<file path="src/rtl/iob_div_ctrl.sv">
// iob_div_ctrl: operand conditioning and result sign fix-up around an unsigned iterative divider.
// Build option IOB_DIV_CTRL_SIGNED_EN enables signed_i; without it every operation is unsigned.
module iob_div_ctrl #(
   parameter int DATA_W = 32
) (
   input  logic              clk_i,
   input  logic              cke_i,
   input  logic              rst_n_i,
   input  logic              in_valid_i,
   output logic              in_ready_o,
   input  logic              signed_i,
   input  logic [DATA_W-1:0] dividend_i,
   input  logic [DATA_W-1:0] divisor_i,
   output logic              out_valid_o,
   input  logic              out_ready_i,
   output logic [DATA_W-1:0] quotient_o,
   output logic [DATA_W-1:0] remainder_o,
   output logic              div_start_o,
   output logic [DATA_W-1:0] div_dividend_o,
   output logic [DATA_W-1:0] div_divisor_o,
   input  logic              div_done_i,
   input  logic [DATA_W-1:0] div_quotient_i,
   input  logic [DATA_W-1:0] div_remainder_i
);

   typedef enum logic [2:0] {
      S_IDLE,
      S_START,
      S_BUSY,
      S_DONE,
      S_ZERO,
      S_OUT
   } state_t;

   state_t            state_q;
   logic              start_q;
   logic              valid_q;
   logic [DATA_W-1:0] quo_q;
   logic [DATA_W-1:0] rem_q;
   logic [DATA_W-1:0] dvd_q;
   logic [DATA_W-1:0] dvs_q;
   logic [DATA_W-1:0] raw_dvd_q;

   logic [DATA_W-1:0] dvd_mag_d;
   logic [DATA_W-1:0] dvs_mag_d;
   logic [DATA_W-1:0] quo_fix_d;
   logic [DATA_W-1:0] rem_fix_d;
   logic              accept;
   logic              divisor_zero;

`ifdef IOB_DIV_CTRL_SIGNED_EN
   logic neg_quo_q, neg_quo_d;
   logic neg_rem_q, neg_rem_d;

   // Negation is modulo 2^DATA_W, so the most-negative value maps onto itself.
   // NOTE: every always_comb output gets a value on every path, so no latch is inferred.
   always_comb begin
      neg_quo_d = signed_i & (dividend_i[DATA_W-1] ^ divisor_i[DATA_W-1]);
      neg_rem_d = signed_i & dividend_i[DATA_W-1];
      dvd_mag_d = neg_rem_d ? ('0 - dividend_i) : dividend_i;
      dvs_mag_d = (signed_i & divisor_i[DATA_W-1]) ? ('0 - divisor_i) : divisor_i;
      quo_fix_d = neg_quo_q ? ('0 - div_quotient_i)  : div_quotient_i;
      rem_fix_d = neg_rem_q ? ('0 - div_remainder_i) : div_remainder_i;
   end

   always_ff @(posedge clk_i) begin
      if (!rst_n_i) begin
         neg_quo_q <= 1'b0;
         neg_rem_q <= 1'b0;
      end else if (cke_i && accept) begin
         neg_quo_q <= neg_quo_d;
         neg_rem_q <= neg_rem_d;
      end
   end
`else
   logic unused_signed;

   assign unused_signed = signed_i;
   assign dvd_mag_d     = dividend_i;
   assign dvs_mag_d     = divisor_i;
   assign quo_fix_d     = div_quotient_i;
   assign rem_fix_d     = div_remainder_i;
`endif

   // Ready is gated by cke_i and reset so a handshake is never seen while the FSM cannot move.
   assign in_ready_o   = rst_n_i & cke_i & (state_q == S_IDLE) & div_done_i;
   assign accept       = in_valid_i & in_ready_o;
   assign divisor_zero = (divisor_i == '0);

   // NOTE: sequential state uses non-blocking assignments only; the synchronous reset
   // overrides cke_i so the controller always recovers.
   always_ff @(posedge clk_i) begin
      if (!rst_n_i) begin
         state_q   <= S_IDLE;
         start_q   <= 1'b0;
         valid_q   <= 1'b0;
         quo_q     <= '0;
         rem_q     <= '0;
         dvd_q     <= '0;
         dvs_q     <= '0;
         raw_dvd_q <= '0;
      end else if (cke_i) begin
         case (state_q)
            S_IDLE: begin
               if (accept) begin
                  dvd_q     <= dvd_mag_d;
                  dvs_q     <= dvs_mag_d;
                  raw_dvd_q <= dividend_i;
                  if (divisor_zero) begin
                     state_q <= S_ZERO;
                  end else begin
                     state_q <= S_START;
                     start_q <= 1'b1;
                  end
               end
            end
            S_START: begin
               start_q <= 1'b0;
               state_q <= S_BUSY;
            end
            // The done level seen during START is stale; wait for the divider to drop it.
            S_BUSY: begin
               if (!div_done_i) state_q <= S_DONE;
            end
            S_DONE: begin
               if (div_done_i) begin
                  quo_q   <= quo_fix_d;
                  rem_q   <= rem_fix_d;
                  valid_q <= 1'b1;
                  state_q <= S_OUT;
               end
            end
            S_ZERO: begin
               quo_q   <= '1;
               rem_q   <= raw_dvd_q;
               valid_q <= 1'b1;
               state_q <= S_OUT;
            end
            S_OUT: begin
               if (out_ready_i) begin
                  valid_q <= 1'b0;
                  state_q <= S_IDLE;
               end
            end
            default: begin
               start_q <= 1'b0;
               valid_q <= 1'b0;
               state_q <= S_IDLE;
            end
         endcase
      end
   end

   assign out_valid_o    = valid_q;
   assign quotient_o     = quo_q;
   assign remainder_o    = rem_q;
   assign div_start_o    = start_q;
   assign div_dividend_o = dvd_q;
   assign div_divisor_o  = dvs_q;

endmodule

</file>
<file path="config.mk">
export PLATFORM = sky130hd
export DESIGN_NAME = iob_div_ctrl
export DESIGN_NICKNAME = d
export VERILOG_FILES = /design/src/rtl/iob_div_ctrl.sv
export SDC_FILE = /design/constraint.sdc
export NUM_CORES = 1
export LEC_CHECK = 0
export BUFFER_PORTS_ARGS = -buffer_cell sky130_fd_sc_hd__buf_4
export CAP_MARGIN = 40
export CORE_ASPECT_RATIO = 0.8
export CORE_MARGIN = 1.5
export CORE_UTILIZATION = 45
export DETAILED_ROUTE_END_ITERATION = 6
export PLACE_DENSITY = 0.91
export SLEW_MARGIN = 20
export SYNTH_ARGS = -nofsm -noshare
export SYNTH_HDL_FRONTEND = slang
export SYNTH_SLANG_ARGS = --single-unit
</file>
<file path="constraint.sdc">
create_clock -name clk_i -period 1.6 [get_ports clk_i]
set_input_delay 0.16 -clock clk_i [delete_from_list [all_inputs] [get_ports clk_i]]
set_output_delay 0.16 -clock clk_i [all_outputs]
set_load 0.01 [all_outputs]
</file>
**Word-level counts from Yosys, hierarchy flattened**

Index checks and enable logic that the tools add are counted.

- Logic and storage cells: 49
- Bits in latches: 0
- Bits of input ports: 135
- Memories kept: 0
- Memory bits (read-only): 0
- Bits in writable memories: 0
- Flip-flop bits (word level): 133

- Multipliers: 0
- Eq/ne operators: 10
- Shift operators: 0
- Divide/modulo/power cells: 0
- Add/sub/neg operators: 0
- Reductions and logical operators: 10
- $lt $le $gt $ge: 0
- Mux-type cells: 16
- Bitwise logic cells: 6

Operators with widths:

| operator | number |
|---|---|
| $pmux 32 s2 | 2 |
| $mux 32 | 2 |
| $logic_not 32->1 | 1 |
| $pmux 3 s6 | 1 |
| $mux 3 | 5 |
| $ne 2x2->1 const B | 5 |
| $reduce_and 4->1 | 2 |
| $eq 3x2->1 const B | 2 |
| $eq 3x3->1 const B | 2 |
| $reduce_and 3->1 | 2 |
| $reduce_and 5->1 | 1 |
| $and 1x1->1 | 4 |
| $mux 1 | 4 |
| $pmux 1 s4 | 1 |
| $reduce_or 4->1 | 1 |
| $eq 3x1->1 const B | 1 |
| $logic_not 3->1 | 1 |
| $reduce_or 3->1 | 1 |
| $not 1->1 | 2 |
| $pmux 1 s2 | 1 |
| $reduce_bool 2->1 | 1 |

**Longest topological paths before layout**

Gate-level depths: netlist of the first run.

- Depth in word-level cells: 6
- Gate-level depth with buffers: 6
- Depth with buffers taken out: 4

**Worst setup path before layout of the first run**

OpenSTA, ideal clock, no wires.

- Path type: register -> register
- Start point: register state_q[1]
- End point: register dvs_q[0], in the netlist div_divisor_o[0]
- Arrival time: 1.231 ns
- Setup time: 0.132 ns
- Required time: 1.468 ns
- Clock period less this slack: 1.364 ns
- Path buffers: 1
- Path slack: 0.236 ns
- Stages on the path, launching flop included: 6
- Path through: dfxtp_1 -> nor3_1 -> nand3_1 -> clkbuf_1 -> nand2_1 -> a21oi_1

- Longest elaborated chain between the ends: 5

Ends and longest elaborated chain:

| item | line | text |
|---|---|---|
| start: declaration | 35 | `state_t state_q;` |
| start signal: assignment | 94 | `state_q <= S_IDLE;` |
| start signal: assignment | 110 | `state_q <= S_ZERO;` |
| start signal: assignment | 112 | `state_q <= S_START;` |
| $logic_not 3->1 (*) | 86, 103 |  |
| $and 1x1->1 (2 in series) | 86 | `assign in_ready_o = rst_n_i & cke_i & (state_q == S_IDLE) & div_done_i;` |
| $and 1x1->1 | 87 | `assign accept = in_valid_i & in_ready_o;` |
| $reduce_and 3->1 (no source line) (*) | -- |  |
| end signal: assignment | 107 | `dvs_q <= dvs_mag_d;` |
| end: declaration | 41 | `logic [DATA_W-1:0] dvs_q;` |

Mark *: on every way between the ends. The rest lies on a longest branch, timed or not.
A chain may end at the register's enable or synchronous reset.

**Worst setup path in the final report of the first run**

- Start point: register state_q[1]
- End point: register rem_q[14], in the netlist remainder_o[14]

- Longest elaborated chain between the ends: 3
- Elaborated cells between the ends (all ways): 6
- Classes of those cells: eq/ne (3); mux (1); reduce/logical (2)

Ends and longest elaborated chain:

| item | line | text |
|---|---|---|
| $eq 3x2->1 / $eq 3x3->1 (equally long branches) | 103 | `case (state_q)` |
| $ne 2x2->1 (no source line) / $reduce_bool 2->1 (equally long branches) | -- |  |
| $reduce_and 3->1 (no source line) | -- |  |
| end signal: assignment | 128 | `rem_q <= rem_fix_d;` |
| end signal: assignment | 135 | `rem_q <= raw_dvd_q;` |
| end: declaration | 39 | `logic [DATA_W-1:0] rem_q;` |

Parallel ways exist; a longest one is shown, timed or not.

==> metrics.log, run 1 <==
INFO  metric result_of_the_run = complete, but fails checks
INFO  metric violated_checks = negative setup slack
INFO  metric pwr-share-comb = 0.078
INFO  metric route.detailed.vias_per_inst = 5.19
INFO  metric grt_max_degree = 68
INFO  metric tritoncts = done
INFO  metric synthXorXnorAreaFrac = 0.00168
INFO  metric cts_max_path_buffers = 2
INFO  metric multi_input_comb_area = 2430 sq um
INFO  metric pwr_density_cell = 966 nW/um^2
INFO  metric start_point_of_the_worst_hold_path = dividend_i[3]
INFO  metric antenna_violations_before_repair = 0
INFO  metric antenna_cells_inserted = 0
INFO  metric dp.final_hpwl = 11,100 microns
INFO  metric setup_viol = 1
INFO  metric timing.critical_path.slowest_cell_delay = 360 ps
INFO  metric timing_worst_slew_pin_value = 387 ps
INFO  metric sinks_on_clock_net = 133
INFO  metric timing.critical_path.slowest_stage_cell = dfxtp_2
INFO  metric synthesis.area_per_instance = 8.38 sq um
INFO  metric crit-reg2reg-capture = remainder_o[14]
INFO  metric yosys-mux-area-fraction = 0.0613
INFO  metric synthesized_area = 5220 sq um
INFO  metric finalCriticalPeriod = 1620 ps
INFO  metric route.vias.total = 5,506
INFO  metric max_freq = 619 MHz
INFO  metric largest_family_of_logic_cells_by_synthesized_area = simple AND/OR/NAND/NOR gates
INFO  metric layout.core_utilization = 0.766
INFO  metric timing.critical_path.from = state_q[1]
INFO  metric grt_pass1_vias = 5,145
INFO  metric pin_count = 266
INFO  metric rows = 34
INFO  metric worstPathMaxFanout = 10
INFO  metric reg2reg_from = state_q[1]
INFO  metric post_route_cells_drive_above_1_share = 0.386
INFO  metric timing.final.crit_share = 1.01
INFO  metric ff_latch_area = 2670 sq um
INFO  metric grt_setup_unrepaired = yes
INFO  metric final-hold-violation-count = 0
INFO  metric wire_length_of_the_first_global_routing_pass = 24,900 microns
INFO  metric routed_wirelength = 17,000 microns
INFO  metric crit_type = flop to flop
INFO  metric synth.yosys.seq_area_share = 0.510
INFO  metric fp.dieH = 99.4 microns
INFO  metric clk_pin_slew_worst_paths = 60 ps
INFO  metric timing.final.max_slew_violations = 0
INFO  metric setup_slack = -16.6 ps
INFO  metric ir_worst_vdd = 0.671 mV
INFO  metric fillers = 768
INFO  metric worst_setup_path_start_kind = flop
INFO  metric hold_path_depth = 3
INFO  metric routed_wl_per_cell = 16.1 microns
INFO  metric seq_power_share = 0.411
INFO  metric p_clk_frac = 0.512
INFO  metric drt.antenna.violating_nets = 0
INFO  metric synth_cell_types = 33
INFO  metric numCtsBuffers = 17
INFO  metric switching_share = 0.212
INFO  metric placeableCoreArea = 11,100 sq um
INFO  metric p_int = 6470 uW
INFO  metric die_w = 123 microns
INFO  metric cts.root.buffer_cell = clkbuf_16
INFO  metric start_util = 0.470
INFO  metric leakage = 0.00347 uW
INFO  metric htree_levels = 4
INFO  metric die_area = 12,300 sq um
INFO  metric synth-compound-area-share = 0.182
INFO  metric adder_cell_fraction_of_synth_area = 0
INFO  metric buf_inv_stages_crit_path = 3
INFO  metric detail_route.drc_violations = 0
INFO  metric remaining_global_route_overflow = 0
INFO  metric reg2reg_setup_slack = -20 ps
INFO  metric worst_hold_path_type = primary input to flop
INFO  metric worst_setup_path_end_kind = flop
INFO  metric synth_nets = 758
INFO  metric timing.critical_path.required = 1910 ps
INFO  metric finClkSkew = 7.53 ps
INFO  metric first_iter_violations = 281
INFO  metric simple_gate_portion_of_the_synthesized_area = 0.194
INFO  metric p_sw = 1750 uW
INFO  metric stdcell_area = 8500 sq um
INFO  metric clk-insertion-delay-late = 400 ps
INFO  metric drt_pass1_iterations = 5
INFO  metric worst_hold_slack = 15.9 ps
INFO  metric routabilityCongestion = 0.843
INFO  metric area.growth.synth_to_final = 62.8%
INFO  metric grt_usage = 0.259
INFO  metric syn-instance-count = 623
INFO  metric placedInstanceArea = 7400 sq um
INFO  metric timing.max_cap.violations = 0
INFO  metric crit_arrival = 1920 ps
INFO  metric critical_path_depth = 6
INFO  metric ys_seq_elements = 133
INFO  metric crit_family = buffers and inverters
INFO  metric count_of_synthesis_stage_warnings_from_yosys = 0
INFO  metric nets = 1,040
INFO  metric slew_headroom = 0.740
INFO  metric path_cells = and4b_1 > o21a_4 > buf_2 > buf_4 > clkbuf_16 > a211oi_2
INFO  metric r2r.worst_path.cells = 6
INFO  metric critPathCapture = remainder_o[14]
INFO  metric io_buffers = 264
## through the flow
stage | cells | setup TNS, ps | power, uW | setup slack (ps)
finish | 1060 | -16.6 | 8220 | -16.6
floorplan | 623 | 0 | 3640 | 236
global placement | 1001 | 0 | 4010 | 37.1
global route | 1060 | -532 | 8480 | -56.2
CTS | 1051 | -5.27 | 8240 | -5.27
detailed placement | 1001 | -131 | 4020 | -66.3
## worst min-delay path, delay by kind of cell
kind / cells / cell delay (ps)
buffers and inverters: 1 / 110
and+or+nand+nor: 1 / 50
AOI/OAI and AO/OA: 1 / 50
## power by group through the flow
stage	combinational, uW	sequential [uW]	clock, uW
2_1_floorplan	176	3460	0
3_3_place_gp	563	3440	0
3_5_place_dp	572	3450	0
4_1_cts	617	3370	4250
5_1_grt	687	3380	4420
6_report	639	3370	4200
## sequential cells by signal, indices dropped and copies added (netlist names)
register	cells
out_valid_o	1
state_q	3
remainder_o	32
raw_dvd_q	32
quotient_o	32
div_divisor_o	32
div_start_o	1
## Yosys cell counts
| cell type | count | area [sq um] |
|---|---|---|
| a211oi_1 | 66 | 495 |
| a21o_1 | 1 | 7.51 |
| a21oi_1 | 70 | 350 |
| a221oi_1 | 1 | 8.76 |
| a22oi_1 | 1 | 7.51 |
| and2_1 | 1 | 6.26 |
| and3_1 | 2 | 12.5 |
| and4b_1 | 1 | 10.0 |
| buf_2 | 23 | 115 |
| buf_4 | 5 | 37.5 |
| buf_6 | 2 | 22.5 |
| clkbuf_1 | 21 | 78.8 |
| clkinv_1 | 1 | 3.75 |
| dfxtp_1 | 133 | 2660 |
| inv_1 | 3 | 11.3 |
| mux2i_1 | 32 | 320 |
| nand2_1 | 129 | 484 |
| nand2b_1 | 5 | 31.3 |
| nand3_1 | 1 | 5.00 |
| nand4_1 | 2 | 12.5 |
| nor2_1 | 97 | 364 |
| nor3_1 | 1 | 5.00 |
| nor3b_1 | 1 | 7.51 |
| nor3b_2 | 1 | 12.5 |
| nor4_1 | 9 | 56.3 |
| o211a_1 | 1 | 10.0 |
| o21a_1 | 1 | 7.51 |
| o21ai_0 | 7 | 35.0 |
| o21ai_1 | 1 | 5.00 |
| o221ai_2 | 1 | 15.0 |
| o31ai_1 | 1 | 7.51 |
| or2_1 | 1 | 6.26 |
| xnor2_1 | 1 | 8.76 |
## cell usage in the layout (no fill, tap or decap), types with 2 or more instances in the layout
cell type / n
inv_1: 3
a211oi_1: 47
clkinv_4: 3
buf_4: 276
nand4_1: 2
clkbuf_16: 18
buf_8: 2
mux2i_1: 32
dfxtp_1: 130
nand2b_1: 5
dlygate4sd3_1: 20
o21ai_0: 7
nor2_1: 97
a21oi_1: 70
buf_6: 5
clkinvlp_4: 2
buf_12: 8
nand2_1: 129
nor4_1: 8
dfxtp_2: 2
a211oi_2: 19
bufinv_16: 5
## cell type report
| class | instances | share of cell area |
|---|---|---|
| Clock inverter | 12 | 0.0241 |
| Inverter | 4 | 0.00206 |
| Tap cell | 144 | 0.0212 |
| Clock buffer | 18 | 0.0505 |
| Multi-Input combinational cell | 435 | 0.285 |
| Timing Repair Buffer | 314 | 0.303 |
| Sequential cell | 133 | 0.314 |
## routing by layer
layer	GRT usage	wire length, microns	up-vias
li1	-	-	2699
met1	0.294	6850	2579
met2	0.465	8650	208
met3	0.0780	1270	20
met4	0.0840	257	0
met5	0	0	-
## how the worst min path moves through the flow
stage | end | slack (ps)
floorplan | state_q[2] | 290
global placement | raw_dvd_q[8] | 410
detailed placement | raw_dvd_q[10] | 420
CTS | raw_dvd_q[28] | 0.05
global route | raw_dvd_q[16] | 1
finish | raw_dvd_q[3] | 20
## cells by family (layout without fill, tap and decap cells)
logic type | count (synthesis) | in the layout
and+or+nand+nor | 251 | 251
DFF | 133 | 133
xor gates and xnor gates | 1 | 1
buffers and inverters | 55 | 348
AOI/OAI and AO/OA | 151 | 151
muxes | 32 | 32
## timing repair
action	in CTS	in global routing
pin swaps	1	6
endpoints found under the setup margin	11	40
endpoints found under the hold margin	20	0
cloned	0	2
hold buffers	20	0
resized for setup	5	35
buffers inserted	0	7
Power figures use the tool's default switching activity.
==> run 2, diff against run 1 <==
- CORE_MARGIN: 1.5 -> 2
- RECOVER_POWER: default -> 100
==> metrics.log, run 2 (synthesized netlist as in run 1, its figures left out) <==
INFO  metric wire_length_of_the_first_global_routing_pass = 25,900 microns
INFO  metric fp.dieH = 100 microns
INFO  metric pwr_density_cell = 1020 nW/um^2
INFO  metric tritoncts = done
INFO  metric worst_hold_slack = 12.8 ps
INFO  metric numCtsBuffers = 17
INFO  metric nets = 1,041
INFO  metric finalCriticalPeriod = 1520 ps
INFO  metric timing.critical_path.required = 1440 ps
INFO  metric finClkSkew = 9.12 ps
INFO  metric ir_worst_vdd = 0.765 mV
INFO  metric routed_wl_per_cell = 15.2 microns
INFO  metric worst_setup_path_start_kind = flop
INFO  metric routed_wirelength = 16,200 microns
INFO  metric fin_cells = 1,065
INFO  metric slew_headroom = 0.765
INFO  metric antenna_cells_inserted = 0
INFO  metric drt.antenna.violating_nets = 0
INFO  metric cts.root.buffer_cell = clkbuf_16
INFO  metric crit_arrival = 1360 ps
INFO  metric layout.cells.most_common = buf_4
INFO  metric area.growth.synth_to_final = 50.8%
INFO  metric grt_max_degree = 45
INFO  metric die_w = 124 microns
INFO  metric worst_setup_path_end_kind = output port
INFO  metric sinks_on_clock_net = 133
INFO  metric die_area = 12,500 sq um
INFO  metric clk_pin_slew_worst_paths = 60 ps
INFO  metric timing.final.max_slew_violations = 0
INFO  metric start_point_of_the_worst_hold_path = dividend_i[30]
INFO  metric routabilityCongestion = 0.819
INFO  metric reg2reg_from = state_q[1]
INFO  metric total_power = 8010 uW
INFO  metric io_buffers = 264
INFO  metric timing.final.crit_share = 0.952
INFO  metric worst_hold_path_type = primary input to flop
INFO  metric cts_max_path_buffers = 2
INFO  metric post-place-cells = 1,009
INFO  metric start_util = 0.457
INFO  metric worstPathMaxFanout = 8
INFO  metric max_freq = 656 MHz
INFO  metric timing.max_cap.violations = 0
INFO  metric route.vias.total = 5,414
INFO  metric timing_worst_slew_pin_value = 349 ps
INFO  metric crit_type = flop to output port
INFO  metric setup_viol = 0
INFO  metric remaining_global_route_overflow = 0
INFO  metric fillers = 998
INFO  metric rows = 35
INFO  metric grt_pass1_vias = 5,421
INFO  metric antenna_violations_before_repair = 0
INFO  metric final_cell_mix = buf_4, clkbuf_1, dfxtp_1
INFO  metric multi_input_comb_area = 2320 sq um
INFO  metric final-hold-violation-count = 0
INFO  metric drt_pass1_iterations = 4
INFO  metric dp.final_hpwl = 11,300 microns
INFO  metric route.detailed.vias_per_inst = 5.08
INFO  metric layout.core_utilization = 0.689
INFO  metric timing.critical_path.from = state_q[2]
INFO  metric result_of_the_run = complete, no violations
INFO  metric detail_route.drc_violations = 0
INFO  metric grt_usage = 0.256
INFO  metric htree_levels = 4
INFO  metric post_route_cells_drive_above_1_share = 0.218
INFO  metric leakage = 0.00287 uW
INFO  metric ff_latch_area = 2670 sq um
INFO  metric clk-insertion-delay-late = 400 ps
INFO  metric first_iter_violations = 225
INFO  metric placeableCoreArea = 11,400 sq um
INFO  metric pin_count = 266
-- run 2: final timing paths --
path	end	slack [ps]	cells past startpoint
min reg2reg	div_start_o	450	2
max	in_ready_o	80	5
max reg2reg	remainder_o[13]	100	5
min	raw_dvd_q[30]	10	3
-- run 2: final cells by class --
class                   instances  share of cell area
flip-flops and latches        133               0.338
multi-input cells             435               0.295
repair buffers                315               0.264
clock buffers                  18              0.0545
well taps                     148              0.0235
clock inverters                12              0.0230
inverters                       4             0.00222
-- run 2: per-stage QoR --
step	TNS, ps	worst slack (ps)	instance area, sq um
final	0	76.4	7880
after global routing	-23.8	-9.92	7880
after CTS	0	13.2	8320
after detailed placement	0	78.8	7480
after global placement	0	129	7480
after floorplan	0	236	5220
-- run 2: routing by layer --
metal  wire [microns]  global-route usage
met5                0                   0
met4              454               0.130
met3              940              0.0661
met2             8200               0.447
met1             6640               0.294
-- run 2: critical path, cell delays in order (launching register included) --
cell and delay, ps:
dfxtp_1 330, buf_6 140, nor3_4 120, buf_4 150
and2_1 120, buf_4 120
-- run 2: repair_timing --
action                                  in CTS  in global routing
hold buffers                                22                  1
endpoints found under the hold margin       22                  1
setup buffers                                0                  3
endpoints found under the setup margin       1                 45
resized for setup                            1                  4
-- run 2: power by group --
group | total [uW] | leakage [uW] | switching (uW) | internal, uW
clock network | 4020 | 0.000284 | 1430 | 2600
logic | 610 | 0.00151 | 262 | 349
registers | 3380 | 0.00107 | 25.4 | 3350
==> run 3, diff against run 2 <==
- ABC_AREA: default -> 1
==> metrics.log, run 3 <==
INFO  metric rows = 35
INFO  metric route.vias.total = 5,706
INFO  metric antenna_violations_before_repair = 0
INFO  metric worst_hold_path_type = primary input to flop
INFO  metric layout.core_utilization = 0.669
INFO  metric drt.antenna.violating_nets = 0
INFO  metric post_route_cells_drive_above_1_share = 0.212
INFO  metric timing.critical_path.slowest_stage_cell = dfxtp_1
INFO  metric first_iter_violations = 280
INFO  metric grt_setup_unrepaired = no
INFO  metric grt_pass1_vias = 5,452
INFO  metric synth-async-reset-ratio = 0
INFO  metric crit_path_frequent_cell = nor2_4
INFO  metric count_of_synthesis_stage_warnings_from_yosys = 0
INFO  metric post_route_setup_tns = 0 ps
INFO  metric dp.final_hpwl = 11,300 microns
INFO  metric finClkSkew = 12.5 ps
INFO  metric synthesized_area = 5220 sq um
INFO  metric numCtsBuffers = 17
INFO  metric pwr_density_cell = 1130 nW/um^2
INFO  metric detail_route.drc_violations = 0
INFO  metric final_cell_mix = buf_4, nor2_1, clkbuf_1
INFO  metric tritoncts = done
INFO  metric synth_cell_types = 26
INFO  metric synthXorXnorAreaFrac = 0
INFO  metric pin_count = 266
INFO  metric timing.final.crit_share = 0.930
INFO  metric clk_pin_slew_worst_paths = 50 ps
INFO  metric synthMostInstantiatedCell = nor2_1
INFO  metric clk-insertion-delay-late = 400 ps
INFO  metric routed_wl_per_cell = 14.6 microns
INFO  metric ys_top_cells_by_area = dfxtp_1, nor2_1, o21ai_0
INFO  metric yosysTopAreaCell = dfxtp_1
INFO  metric cts.root.buffer_cell = clkbuf_16
INFO  metric ir_worst_vdd = 0.958 mV
INFO  metric grt_usage = 0.255
INFO  metric start_util = 0.457
INFO  metric ys_seq_elements = 133
INFO  metric drt_pass1_iterations = 5
INFO  metric result_of_the_run = complete, no violations
INFO  metric worst_setup_path_start_kind = flop
INFO  metric routed_wirelength = 16,300 microns
INFO  metric largest_family_of_logic_cells_by_synthesized_area = simple AND/OR/NAND/NOR gates
INFO  metric crit_arrival = 1330 ps
INFO  metric synth_top_area_share = 0.510
INFO  metric dr.max_layer_used = met4
INFO  metric die_w = 124 microns
INFO  metric placeableCoreArea = 11,400 sq um
INFO  metric placedInstanceArea = 7350 sq um
INFO  metric synth-edff-count = 0
INFO  metric fp.dieH = 100 microns
INFO  metric wire_length_of_the_first_global_routing_pass = 26,000 microns
INFO  metric simple_gate_portion_of_the_synthesized_area = 0.217
INFO  metric area.growth.synth_to_final = 46.5%
INFO  metric layout.cells.most_common = buf_4
INFO  metric worst_setup_path_end_kind = output port
INFO  metric synth.yosys.seq_area_share = 0.510
INFO  metric synthesis.area_per_instance = 7.57 sq um
INFO  metric synth-compound-area-share = 0.209
INFO  metric worstPathMaxFanout = 3
INFO  metric yosys-top-cells-count = nor2_1, dfxtp_1, nand2_1
INFO  metric crit_type = flop to output port
INFO  metric remaining_global_route_overflow = 0
INFO  metric die_area = 12,500 sq um
INFO  metric timing.critical_path.required = 1440 ps
INFO  metric route.detailed.vias_per_inst = 5.10
INFO  metric syn-instance-count = 690
INFO  metric slew_headroom = 0.708
INFO  metric grt_max_degree = 65
INFO  metric final-hold-violation-count = 0
INFO  metric path_cells = nor2_4 > nand2_2 > nor2_4 > clkbuf_1
INFO  metric timing_worst_slew_pin_value = 438 ps
INFO  metric sinks_on_clock_net = 133
INFO  metric met3_wire_length = 1200 microns
INFO  metric timing.max_cap.violations = 0
INFO  metric synthFlopType = dfxtp_1
INFO  metric synth_nets = 825
INFO  metric timing.final.max_slew_violations = 0
INFO  metric adder_cell_fraction_of_synth_area = 0
INFO  metric htree_levels = 4
INFO  metric max_freq = 672 MHz
INFO  metric yosys-mux-area-fraction = 0
INFO  metric stdcell_area = 7650 sq um
INFO  metric io_buffers = 264
INFO  metric leakage = 0.00309 uW
INFO  metric finalCriticalPeriod = 1490 ps
INFO  metric antenna_cells_inserted = 0
INFO  metric nets = 1,093
INFO  metric wl_met2 = 8050 microns
INFO  metric timing.critical_path.slowest_cell_delay = 340 ps
INFO  metric cts_max_path_buffers = 2
INFO  metric setup_viol = 0
INFO  metric wl_met1 = 6730 microns
INFO  metric routabilityCongestion = 0.849
## run 3: per-stage QoR
| stage | power (uW) | hold WS, ps | cells | setup WS (ps) |
|---|---|---|---|---|
| 6_report | 8620 | 7.18 | 1119 | 112 |
| 5_1_grt | 8920 | 1.15 | 1119 | 12.6 |
| 4_1_cts | 8720 | 0.241 | 1119 | 56.3 |
| 3_5_place_dp | 4130 | 402 | 1076 | 94.4 |
| 3_3_place_gp | 4120 | 391 | 1076 | 116 |
| 2_1_floorplan | 3730 | 307 | 690 | 197 |
## run 3: path summary, 6_finish.rpt
check,startpoint,end,slack (ps),depth (start not counted)
max,state_q[0],in_ready_o,110,4
min,dividend_i[1],raw_dvd_q[1],7,3
max reg2reg,state_q[0],div_divisor_o[2],140,8
min reg2reg,div_start_o,div_start_o,450,2
## run 3: timing repair
item,in CTS,in global routing
buffers inserted,0,0
endpoints found under the setup margin,0,35
hold buffers,11,0
gates resized for setup,0,6
endpoints found under the hold margin,11,0
## run 3: report_power, final
part	internal (uW)	total (uW)	switching [uW]
Clock	3140	4580	1440
Combinational	337	631	294
Sequential	3370	3410	38.1
Total	6850	8620	1770
## run 3: area by class of cell
class	instances	area (sq um)
fillers	1052	3780
flip-flops and latches	133	2660
multi-input cells	492	2230
repair buffers	300	1820
clock buffers	21	450
clock inverters	11	245
well taps	148	185
inverters	14	55.1
## run 3: critical path: cells and delay by family (launching register included)
family                 cells  cell delay (ps)
buffers and inverters      1              200
DFF                        1              340
and+or+nand+nor            3              400
## run 3: kinds of logic (layout without fill, tap and decap cells)
kind of cell / count (synthesis) / in the layout
AO/OA/AOI/OAI: 203 / 203
buffers and inverters: 65 / 346
flip-flops: 133 / 133
AND/OR/NAND/NOR: 289 / 289
## run 3: routing by layer
metal	up-vias	GRT usage
met5	-	0
met4	0	0.0994
met3	32	0.0704
met2	253	0.446
met1	2610	0.299
li1	2811	-
